### config.mk
export PLATFORM = sky130hd
export DESIGN_NAME = axil_dbg_bridge_flat
export DESIGN_NICKNAME = d
export VERILOG_FILES = /design/src/rtl/mcs4_pkg.sv /design/src/rtl/axil_dbg_bridge_if.sv /design/src/rtl/axil_dbg_bridge.sv /design/src/flat_wrapper.sv
export SDC_FILE = /design/constraint.sdc
export NUM_CORES = 1
export LEC_CHECK = 0
export ABC_AREA = 1
export BUFFER_PORTS_ARGS = -buffer_cell sky130_fd_sc_hd__buf_2
export CORE_AREA = 2 2 80 82
export DETAILED_ROUTE_END_ITERATION = 10
export DIE_AREA = 0 0 82 84
export GPL_TIMING_DRIVEN = 0
export MAX_ROUTING_LAYER = met4
export PLACE_DENSITY = 0.84
export SLEW_MARGIN = 20
export SYNTH_ARGS = -nofsm -noshare
export SYNTH_HDL_FRONTEND = slang
export SYNTH_SLANG_ARGS = --single-unit
### constraint.sdc
create_clock -name clk -period 3.4 [get_ports clk]
set_input_delay 0.68 -clock clk [delete_from_list [all_inputs] [get_ports clk]]
set_output_delay 0.68 -clock clk [all_outputs]
set_load 0.02 [all_outputs]
### src/rtl/mcs4_pkg.sv
// Shared types for the MCS-4 debug path: nibble/byte types, debug address,
// AXI response codes and the bridge FSM state encoding.
package mcs4;

  typedef logic [3:0] char_t;
  typedef logic [7:0] byte_t;
  typedef char_t [2:0] dbg_addr_t;

  localparam logic [1:0] RESP_OKAY   = 2'b00;
  localparam logic [1:0] RESP_SLVERR = 2'b10;

  typedef enum logic [2:0] {
    IDLE,
    WR_COLLECT,
    WR_EXEC,
    WR_RESP,
    RD_WAIT,
    RD_RESP
  } axil_state_t;

endpackage

### src/rtl/axil_dbg_bridge_if.sv
// AXI4-Lite slave channel bundle used between the PS interconnect and the
// debug bridge.
interface axil_dbg_bridge_if #(
    parameter int AXI_ADDR_W = 16
);
    logic [AXI_ADDR_W-1:0] s_axi_awaddr;
    logic                  s_axi_awvalid;
    logic                  s_axi_awready;
    logic [31:0]           s_axi_wdata;
    logic [3:0]            s_axi_wstrb;
    logic                  s_axi_wvalid;
    logic                  s_axi_wready;
    logic [1:0]            s_axi_bresp;
    logic                  s_axi_bvalid;
    logic                  s_axi_bready;
    logic [AXI_ADDR_W-1:0] s_axi_araddr;
    logic                  s_axi_arvalid;
    logic                  s_axi_arready;
    logic [31:0]           s_axi_rdata;
    logic [1:0]            s_axi_rresp;
    logic                  s_axi_rvalid;
    logic                  s_axi_rready;

    modport master (
        output s_axi_awaddr, s_axi_awvalid, s_axi_wdata, s_axi_wstrb, s_axi_wvalid,
               s_axi_bready, s_axi_araddr, s_axi_arvalid, s_axi_rready,
        input  s_axi_awready, s_axi_wready, s_axi_bresp, s_axi_bvalid,
               s_axi_arready, s_axi_rdata, s_axi_rresp, s_axi_rvalid
    );

    modport slave (
        input  s_axi_awaddr, s_axi_awvalid, s_axi_wdata, s_axi_wstrb, s_axi_wvalid,
               s_axi_bready, s_axi_araddr, s_axi_arvalid, s_axi_rready,
        output s_axi_awready, s_axi_wready, s_axi_bresp, s_axi_bvalid,
               s_axi_arready, s_axi_rdata, s_axi_rresp, s_axi_rvalid
    );
endinterface

### src/rtl/axil_dbg_bridge.sv
// AXI4-Lite slave to single-cycle debug bus bridge feeding dbg_ctl.
// One transaction in flight; 8-bit debug data zero-extended onto 32 bits.
module axil_dbg_bridge
    import mcs4::*;
#(
    parameter int AXI_ADDR_W = 16,
    parameter int ADDR_LSB   = 2,
    parameter int RD_LAT     = 1
) (
    input  logic             clk,
    input  logic             rst,
    axil_dbg_bridge_if.slave s_axi,
    output dbg_addr_t        dbg_addr,
    output byte_t            dbg_wdata,
    output logic             dbg_wen,
    input  byte_t            dbg_rdata
);

    axil_state_t state, state_next;

    logic                  live;
    logic                  have_aw, have_w, wstrb0_q, wr_ok, rd_ok;
    logic [AXI_ADDR_W-1:0] awaddr_q, wr_addr;
    logic [1:0]            cnt, bresp_q, rresp_q;
    logic [31:0]           rdata_q;
    logic                  aw_hs, w_hs, ar_hs, wr_start;
    logic                  unused_ok;

    function automatic logic in_range(input logic [AXI_ADDR_W-1:0] a);
        return (a >> (ADDR_LSB + 12)) == '0;
    endfunction

    function automatic dbg_addr_t word_idx(input logic [AXI_ADDR_W-1:0] a);
        return a[ADDR_LSB +: 12];
    endfunction

    assign aw_hs    = s_axi.s_axi_awvalid && s_axi.s_axi_awready;
    assign w_hs     = s_axi.s_axi_wvalid  && s_axi.s_axi_wready;
    assign ar_hs    = s_axi.s_axi_arvalid && s_axi.s_axi_arready;
    assign wr_start = (state_next == WR_EXEC);
    assign wr_addr  = have_aw ? awaddr_q : s_axi.s_axi_awaddr;

    assign s_axi.s_axi_bresp = bresp_q;
    assign s_axi.s_axi_rresp = rresp_q;
    assign s_axi.s_axi_rdata = rdata_q;
    assign unused_ok = &{1'b0, s_axi.s_axi_wdata[31:8], s_axi.s_axi_wstrb[3:1]};

    always_ff @(posedge clk or posedge rst) begin
        if (rst) state <= IDLE;
        else     state <= state_next;
    end

    always_comb begin
        state_next = state;
        unique case (state)
            IDLE: begin
                if (aw_hs && w_hs)      state_next = WR_EXEC;
                else if (aw_hs || w_hs) state_next = WR_COLLECT;
                else if (ar_hs)         state_next = RD_WAIT;
            end
            WR_COLLECT: if ((have_aw || aw_hs) && (have_w || w_hs)) state_next = WR_EXEC;
            WR_EXEC:    state_next = WR_RESP;
            WR_RESP:    if (s_axi.s_axi_bready) state_next = IDLE;
            RD_WAIT:    if (cnt == 2'd1) state_next = RD_RESP;
            RD_RESP:    if (s_axi.s_axi_rready) state_next = IDLE;
            default:    state_next = IDLE;
        endcase
    end

    // live keeps every ready low while rst is held and for the first cycle after.
    always_comb begin
        s_axi.s_axi_awready = 1'b0;
        s_axi.s_axi_wready  = 1'b0;
        s_axi.s_axi_arready = 1'b0;
        s_axi.s_axi_bvalid  = 1'b0;
        s_axi.s_axi_rvalid  = 1'b0;
        dbg_wen             = 1'b0;
        unique case (state)
            IDLE: begin
                s_axi.s_axi_awready = live;
                s_axi.s_axi_wready  = live;
                s_axi.s_axi_arready = live && !s_axi.s_axi_awvalid && !s_axi.s_axi_wvalid;
            end
            WR_COLLECT: begin
                s_axi.s_axi_awready = !have_aw;
                s_axi.s_axi_wready  = !have_w;
            end
            WR_EXEC: dbg_wen            = wr_ok && wstrb0_q;
            WR_RESP: s_axi.s_axi_bvalid = 1'b1;
            RD_RESP: s_axi.s_axi_rvalid = 1'b1;
            default: ;
        endcase
    end

    always_ff @(posedge clk or posedge rst) begin
        if (rst) begin
            live      <= 1'b0;
            have_aw   <= 1'b0;
            have_w    <= 1'b0;
            wstrb0_q  <= 1'b0;
            wr_ok     <= 1'b0;
            rd_ok     <= 1'b0;
            awaddr_q  <= '0;
            cnt       <= '0;
            bresp_q   <= '0;
            rresp_q   <= '0;
            rdata_q   <= '0;
            dbg_addr  <= '0;
            dbg_wdata <= '0;
        end else begin
            live <= 1'b1;
            if (aw_hs) begin
                awaddr_q <= s_axi.s_axi_awaddr;
                have_aw  <= 1'b1;
            end
            if (w_hs) begin
                dbg_wdata <= s_axi.s_axi_wdata[7:0];
                wstrb0_q  <= s_axi.s_axi_wstrb[0];
                have_w    <= 1'b1;
            end
            // Collection flags clear as the write launches, overriding any same-cycle set.
            if (wr_start) begin
                have_aw <= 1'b0;
                have_w  <= 1'b0;
                wr_ok   <= in_range(wr_addr);
                bresp_q <= in_range(wr_addr) ? RESP_OKAY : RESP_SLVERR;
                if (in_range(wr_addr)) dbg_addr <= word_idx(wr_addr);
            end
            if (ar_hs) begin
                rd_ok   <= in_range(s_axi.s_axi_araddr);
                rresp_q <= in_range(s_axi.s_axi_araddr) ? RESP_OKAY : RESP_SLVERR;
                cnt     <= 2'(RD_LAT);
                if (in_range(s_axi.s_axi_araddr)) dbg_addr <= word_idx(s_axi.s_axi_araddr);
            end
            if (state == RD_WAIT) begin
                cnt <= cnt - 2'd1;
                if (cnt == 2'd1) rdata_q <= rd_ok ? {24'b0, dbg_rdata} : '0;
            end
        end
    end

endmodule

### src/flat_wrapper.sv
// flat-port wrapper written by rule: the top's interface ports become plain ports
module axil_dbg_bridge_flat import mcs4::*;
#(
    parameter int AXI_ADDR_W = 16,
    parameter int ADDR_LSB   = 2,
    parameter int RD_LAT     = 1
)
  (clk, rst, dbg_addr, dbg_wdata, dbg_wen, dbg_rdata, s_axi_s_axi_awaddr, s_axi_s_axi_awvalid, s_axi_s_axi_wdata, s_axi_s_axi_wstrb, s_axi_s_axi_wvalid, s_axi_s_axi_bready, s_axi_s_axi_araddr, s_axi_s_axi_arvalid, s_axi_s_axi_rready, s_axi_s_axi_awready, s_axi_s_axi_wready, s_axi_s_axi_bresp, s_axi_s_axi_bvalid, s_axi_s_axi_arready, s_axi_s_axi_rdata, s_axi_s_axi_rresp, s_axi_s_axi_rvalid);
  axil_dbg_bridge_if #(.AXI_ADDR_W(AXI_ADDR_W)) s_axi_i ();
  input  logic clk;
  input  logic rst;
  output dbg_addr_t dbg_addr;
  output byte_t dbg_wdata;
  output logic dbg_wen;
  input  byte_t dbg_rdata;
  input wire logic [$bits(s_axi_i.s_axi_awaddr)-1:0] s_axi_s_axi_awaddr;
  input wire logic [$bits(s_axi_i.s_axi_awvalid)-1:0] s_axi_s_axi_awvalid;
  input wire logic [$bits(s_axi_i.s_axi_wdata)-1:0] s_axi_s_axi_wdata;
  input wire logic [$bits(s_axi_i.s_axi_wstrb)-1:0] s_axi_s_axi_wstrb;
  input wire logic [$bits(s_axi_i.s_axi_wvalid)-1:0] s_axi_s_axi_wvalid;
  input wire logic [$bits(s_axi_i.s_axi_bready)-1:0] s_axi_s_axi_bready;
  input wire logic [$bits(s_axi_i.s_axi_araddr)-1:0] s_axi_s_axi_araddr;
  input wire logic [$bits(s_axi_i.s_axi_arvalid)-1:0] s_axi_s_axi_arvalid;
  input wire logic [$bits(s_axi_i.s_axi_rready)-1:0] s_axi_s_axi_rready;
  output wire logic [$bits(s_axi_i.s_axi_awready)-1:0] s_axi_s_axi_awready;
  output wire logic [$bits(s_axi_i.s_axi_wready)-1:0] s_axi_s_axi_wready;
  output wire logic [$bits(s_axi_i.s_axi_bresp)-1:0] s_axi_s_axi_bresp;
  output wire logic [$bits(s_axi_i.s_axi_bvalid)-1:0] s_axi_s_axi_bvalid;
  output wire logic [$bits(s_axi_i.s_axi_arready)-1:0] s_axi_s_axi_arready;
  output wire logic [$bits(s_axi_i.s_axi_rdata)-1:0] s_axi_s_axi_rdata;
  output wire logic [$bits(s_axi_i.s_axi_rresp)-1:0] s_axi_s_axi_rresp;
  output wire logic [$bits(s_axi_i.s_axi_rvalid)-1:0] s_axi_s_axi_rvalid;
  assign s_axi_i.s_axi_awaddr = s_axi_s_axi_awaddr;
  assign s_axi_i.s_axi_awvalid = s_axi_s_axi_awvalid;
  assign s_axi_i.s_axi_wdata = s_axi_s_axi_wdata;
  assign s_axi_i.s_axi_wstrb = s_axi_s_axi_wstrb;
  assign s_axi_i.s_axi_wvalid = s_axi_s_axi_wvalid;
  assign s_axi_i.s_axi_bready = s_axi_s_axi_bready;
  assign s_axi_i.s_axi_araddr = s_axi_s_axi_araddr;
  assign s_axi_i.s_axi_arvalid = s_axi_s_axi_arvalid;
  assign s_axi_i.s_axi_rready = s_axi_s_axi_rready;
  assign s_axi_s_axi_awready = s_axi_i.s_axi_awready;
  assign s_axi_s_axi_wready = s_axi_i.s_axi_wready;
  assign s_axi_s_axi_bresp = s_axi_i.s_axi_bresp;
  assign s_axi_s_axi_bvalid = s_axi_i.s_axi_bvalid;
  assign s_axi_s_axi_arready = s_axi_i.s_axi_arready;
  assign s_axi_s_axi_rdata = s_axi_i.s_axi_rdata;
  assign s_axi_s_axi_rresp = s_axi_i.s_axi_rresp;
  assign s_axi_s_axi_rvalid = s_axi_i.s_axi_rvalid;
  axil_dbg_bridge #(.AXI_ADDR_W(AXI_ADDR_W), .ADDR_LSB(ADDR_LSB), .RD_LAT(RD_LAT)) u_core (.clk(clk), .rst(rst), .s_axi(s_axi_i), .dbg_addr(dbg_addr), .dbg_wdata(dbg_wdata), .dbg_wen(dbg_wen), .dbg_rdata(dbg_rdata));
endmodule
==> results.json <==
{
  "ys_ff_latch": 55,
  "gp_congestion": 0.8623,
  "syn_to_final_growth_pct": 25.47,
  "ir_drop_v": 0.0003846,
  "hold_class": "in2async",
  "routedWlPerCell_microns": 11.52,
  "fillerInstances": 585,
  "start_util": 0.4690,
  "yosys.area.top_type": "dfrtp_1",
  "synth_top_cell_area_share": 0.4814,
  "leakage_nw": 2.008,
  "path_clk_slew_ns": 0.10,
  "maxCapViolations": 0,
  "cts_resized": 0,
  "nNetsFinal": 567,
  "grt_util_all_layers": 0.2007,
  "critPathTopFamily": "simple AND/OR/NAND/NOR gates",
  "cp_max_fo": 5,
  "finClkSkew_ns": 0.01093,
  "clkLatencyLatePin_ns": 0.30,
  "hpwl_microns": 4826,
  "ys.flop_type": "dfrtp_1",
  "syn_inst": 364,
  "netlist_top_cells_count": "nand2_1 (126), dfrtp_1 (55), inv_1 (32), o21ai_0 (31), nand3_1 (30)",
  "max_freq_mhz": 444.5,
  "rsz0062_at_grt": "no",
  "die_x_microns": 82,
  "cp_cell_sequence": "nor2_2, nand3_2, nor3_2, buf_2",
  "power_mw": 2.955,
  "die-area_sq_mm": 0.006888,
  "netlist-cell-type-count": 30,
  "drtAntennaViolNets": 0,
  "cts_made_buffers": 5,
  "grt.met3_usage": 0.03788,
  "num_rows": 29,
  "cp_data_arrival_time_ns": 1.57,
  "grtUsageMet2": 0.3237,
  "use_met1": 0.2593,
  "htreeDepth": 2,
  "place_area_sq_mm": 0.003487,
  "crit_buf_inv": 1,
  "setup_tns_ns": 0,
  "antenna_cells": 0,
  "avgSynthCellArea_sq_um": 7.854,
  "core_area_sq_mm": 0.006096,
  "cts_tree": "done",
  "period_needed_ns": 2.250,
  "p_per_area_mw_per_mm2": 823.7,
  "routed_wl_microns": 6460,
  "slowest_delay_ns": 0.45,
  "synth.most_common_cell": "nand2_1",
  "worst_hold_slack_ns": 0.4702,
  "vias": 2660,
  "hold_buffers": 0,
  "crit_required_ns": 2.72,
  "slowest_stage": "dfrtp_1",
  "postSynth.asyncResetShare": 1.000,
  "grt_pass1_vias": 2445,
  "ys_top_cells_by_area": "dfrtp_1 (48%), nand2_1 (17%), buf_4 (6.8%)",
  "startpoint_type": "register",
  "worst_pin_slew_ns": 0.6630,
  "grt_max_degree": 56,
  "cts_buffer_depth": 2,
  "postCtsSetupRepairBufs": 0,
  "min_period_over_period": 0.6617,
  "utilization": 0.5885,
  "port-buffer-count": 87,
  "drt-pass1-iter-count": 4,
  "drc": 0,
  "drive_above_1_share": 0.3017,
  "seq_area_frac_synth": 0.4814,
  "overflow": 0,
  "io_pins": 145,
  "synth-edff-count": 0,
  "design_area_sq_mm": 0.003587,
  "antenna_found_initial": 0,
  "slew_headroom": 0.5580,
  "cp-end-kind": "primary output",
  "status": "finished clean",
  "avgViaCountPerCell": 4.742,
  "ys_warn_count": 0,
  "setup_viol": 0,
  "die_h_microns": 84,
  "grt_pass1_wl_microns": 10670,
  "cts_sinks": 55,
  "grt_busiest_layer": "met2",
  "synth_area_sq_mm": 0.002859,
  "final_max_slew_viol_count": 0,
  "drt_iter0_markers": 111,
  "crit_type": "reg2out",
  "hold_viol": 0,
  "root_buffer": "clkbuf_8"
}
-- where the power goes --
part           leakage (nW)  internal, mW  total, mW  switching [mW]
registers             0.648         0.938       1.08           0.143
logic                  1.31         0.504       1.48           0.979
clock network        0.0515         0.186      0.390           0.204
-- cell families after synthesis --
| kind of cell | count (synthesis) | share of synthesized area |
|---|---|---|
| adder cells (fa/ha/maj) | 1 | 0.004376 |
| flip-flops | 55 | 0.4814 |
| AO/OA/AOI/OAI | 49 | 0.1028 |
| other | 2 | 0.002627 |
| buffers and inverters | 78 | 0.1440 |
| AND/OR/NAND/NOR | 179 | 0.2648 |
-- sequential cells by signal, indices dropped and copies added (netlist names), 2 cells and up --
signal,count
u_core.state,3
u_core.dbg_wdata,8
u_core.awaddr_q,14
u_core.cnt,2
u_core.s_axi.s_axi_rdata,8
u_core.dbg_addr,12
-- per-layer routing --
metal | part of all wire | vias to the layer above
li1 | - | 1328
met1 | 0.44 | 1216
met2 | 0.48 | 112
met3 | 0.074 | 4
met4 | 0.0042 | 0
met5 | 0 | -
-- worst reg2reg max path, stage by stage (launching register included) --
cell	delay, ns
dfrtp_1	0.36
buf_2	0.20
inv_2	0.09
o31ai_2	0.46
clkbuf_1	0.45
nand2_2	0.26
nand2_1	0.11
nand3_1	0.06
nand2_1	0.07
-- per-stage QoR --
step                std cells  setup slack (ns)
floorplan                 389             1.377
detailed placement        553             1.284
global placement          553            0.6886
global route              561             1.080
finish                    561             1.150
CTS                       561             1.136
-- area by class of cell --
type / count / area [sq um] / area share
Sequential cell: 55 / 1376 / 0.3837
Multi-Input combinational cell: 256 / 1165 / 0.3247
Clock buffer: 8 / 100.1 / 0.02790
Timing Repair Buffer: 87 / 435.4 / 0.1214
Tap cell: 77 / 96.34 / 0.02686
Buffer: 39 / 264.0 / 0.07360
Inverter: 39 / 150.1 / 0.04186
-- placed cells by master (no fill, tap or decap), types with 2 or more instances in the layout --
| master | count |
|---|---|
| nand2_1 | 126 |
| buf_2 | 91 |
| dfrtp_1 | 55 |
| inv_1 | 31 |
| o21ai_0 | 31 |
| nand3_1 | 30 |
| conb_1 | 27 |
| buf_4 | 26 |
| nor2_1 | 11 |
| clkbuf_1 | 7 |
| clkbuf_8 | 7 |
| inv_2 | 6 |
| o21ai_1 | 6 |
| o211ai_1 | 4 |
| nand3_2 | 3 |
| nand2_2 | 3 |
| a21oi_1 | 3 |
| nor3_1 | 2 |
| buf_6 | 2 |
-- worst paths after layout --
kind	startpoint	end	slack [ns]	depth (start not counted)
worst min-delay path	rst	u_core.dbg_addr[2]	0.47	2
worst max-delay path	u_core.state[1]	s_axi_s_axi_arready	1.15	4
min in group clk	u_core.dbg_wdata[3]	u_core.dbg_wdata[3]	0.48	2
worst max register to register	u_core.have_aw	u_core.dbg_addr[0]	1.28	8
worst min register to register	u_core.dbg_wdata[3]	u_core.dbg_wdata[3]	0.48	2
max in group asynchronous	rst	u_core.live	2.48	2
No activity file was read; power rests on OpenSTA's default activity.
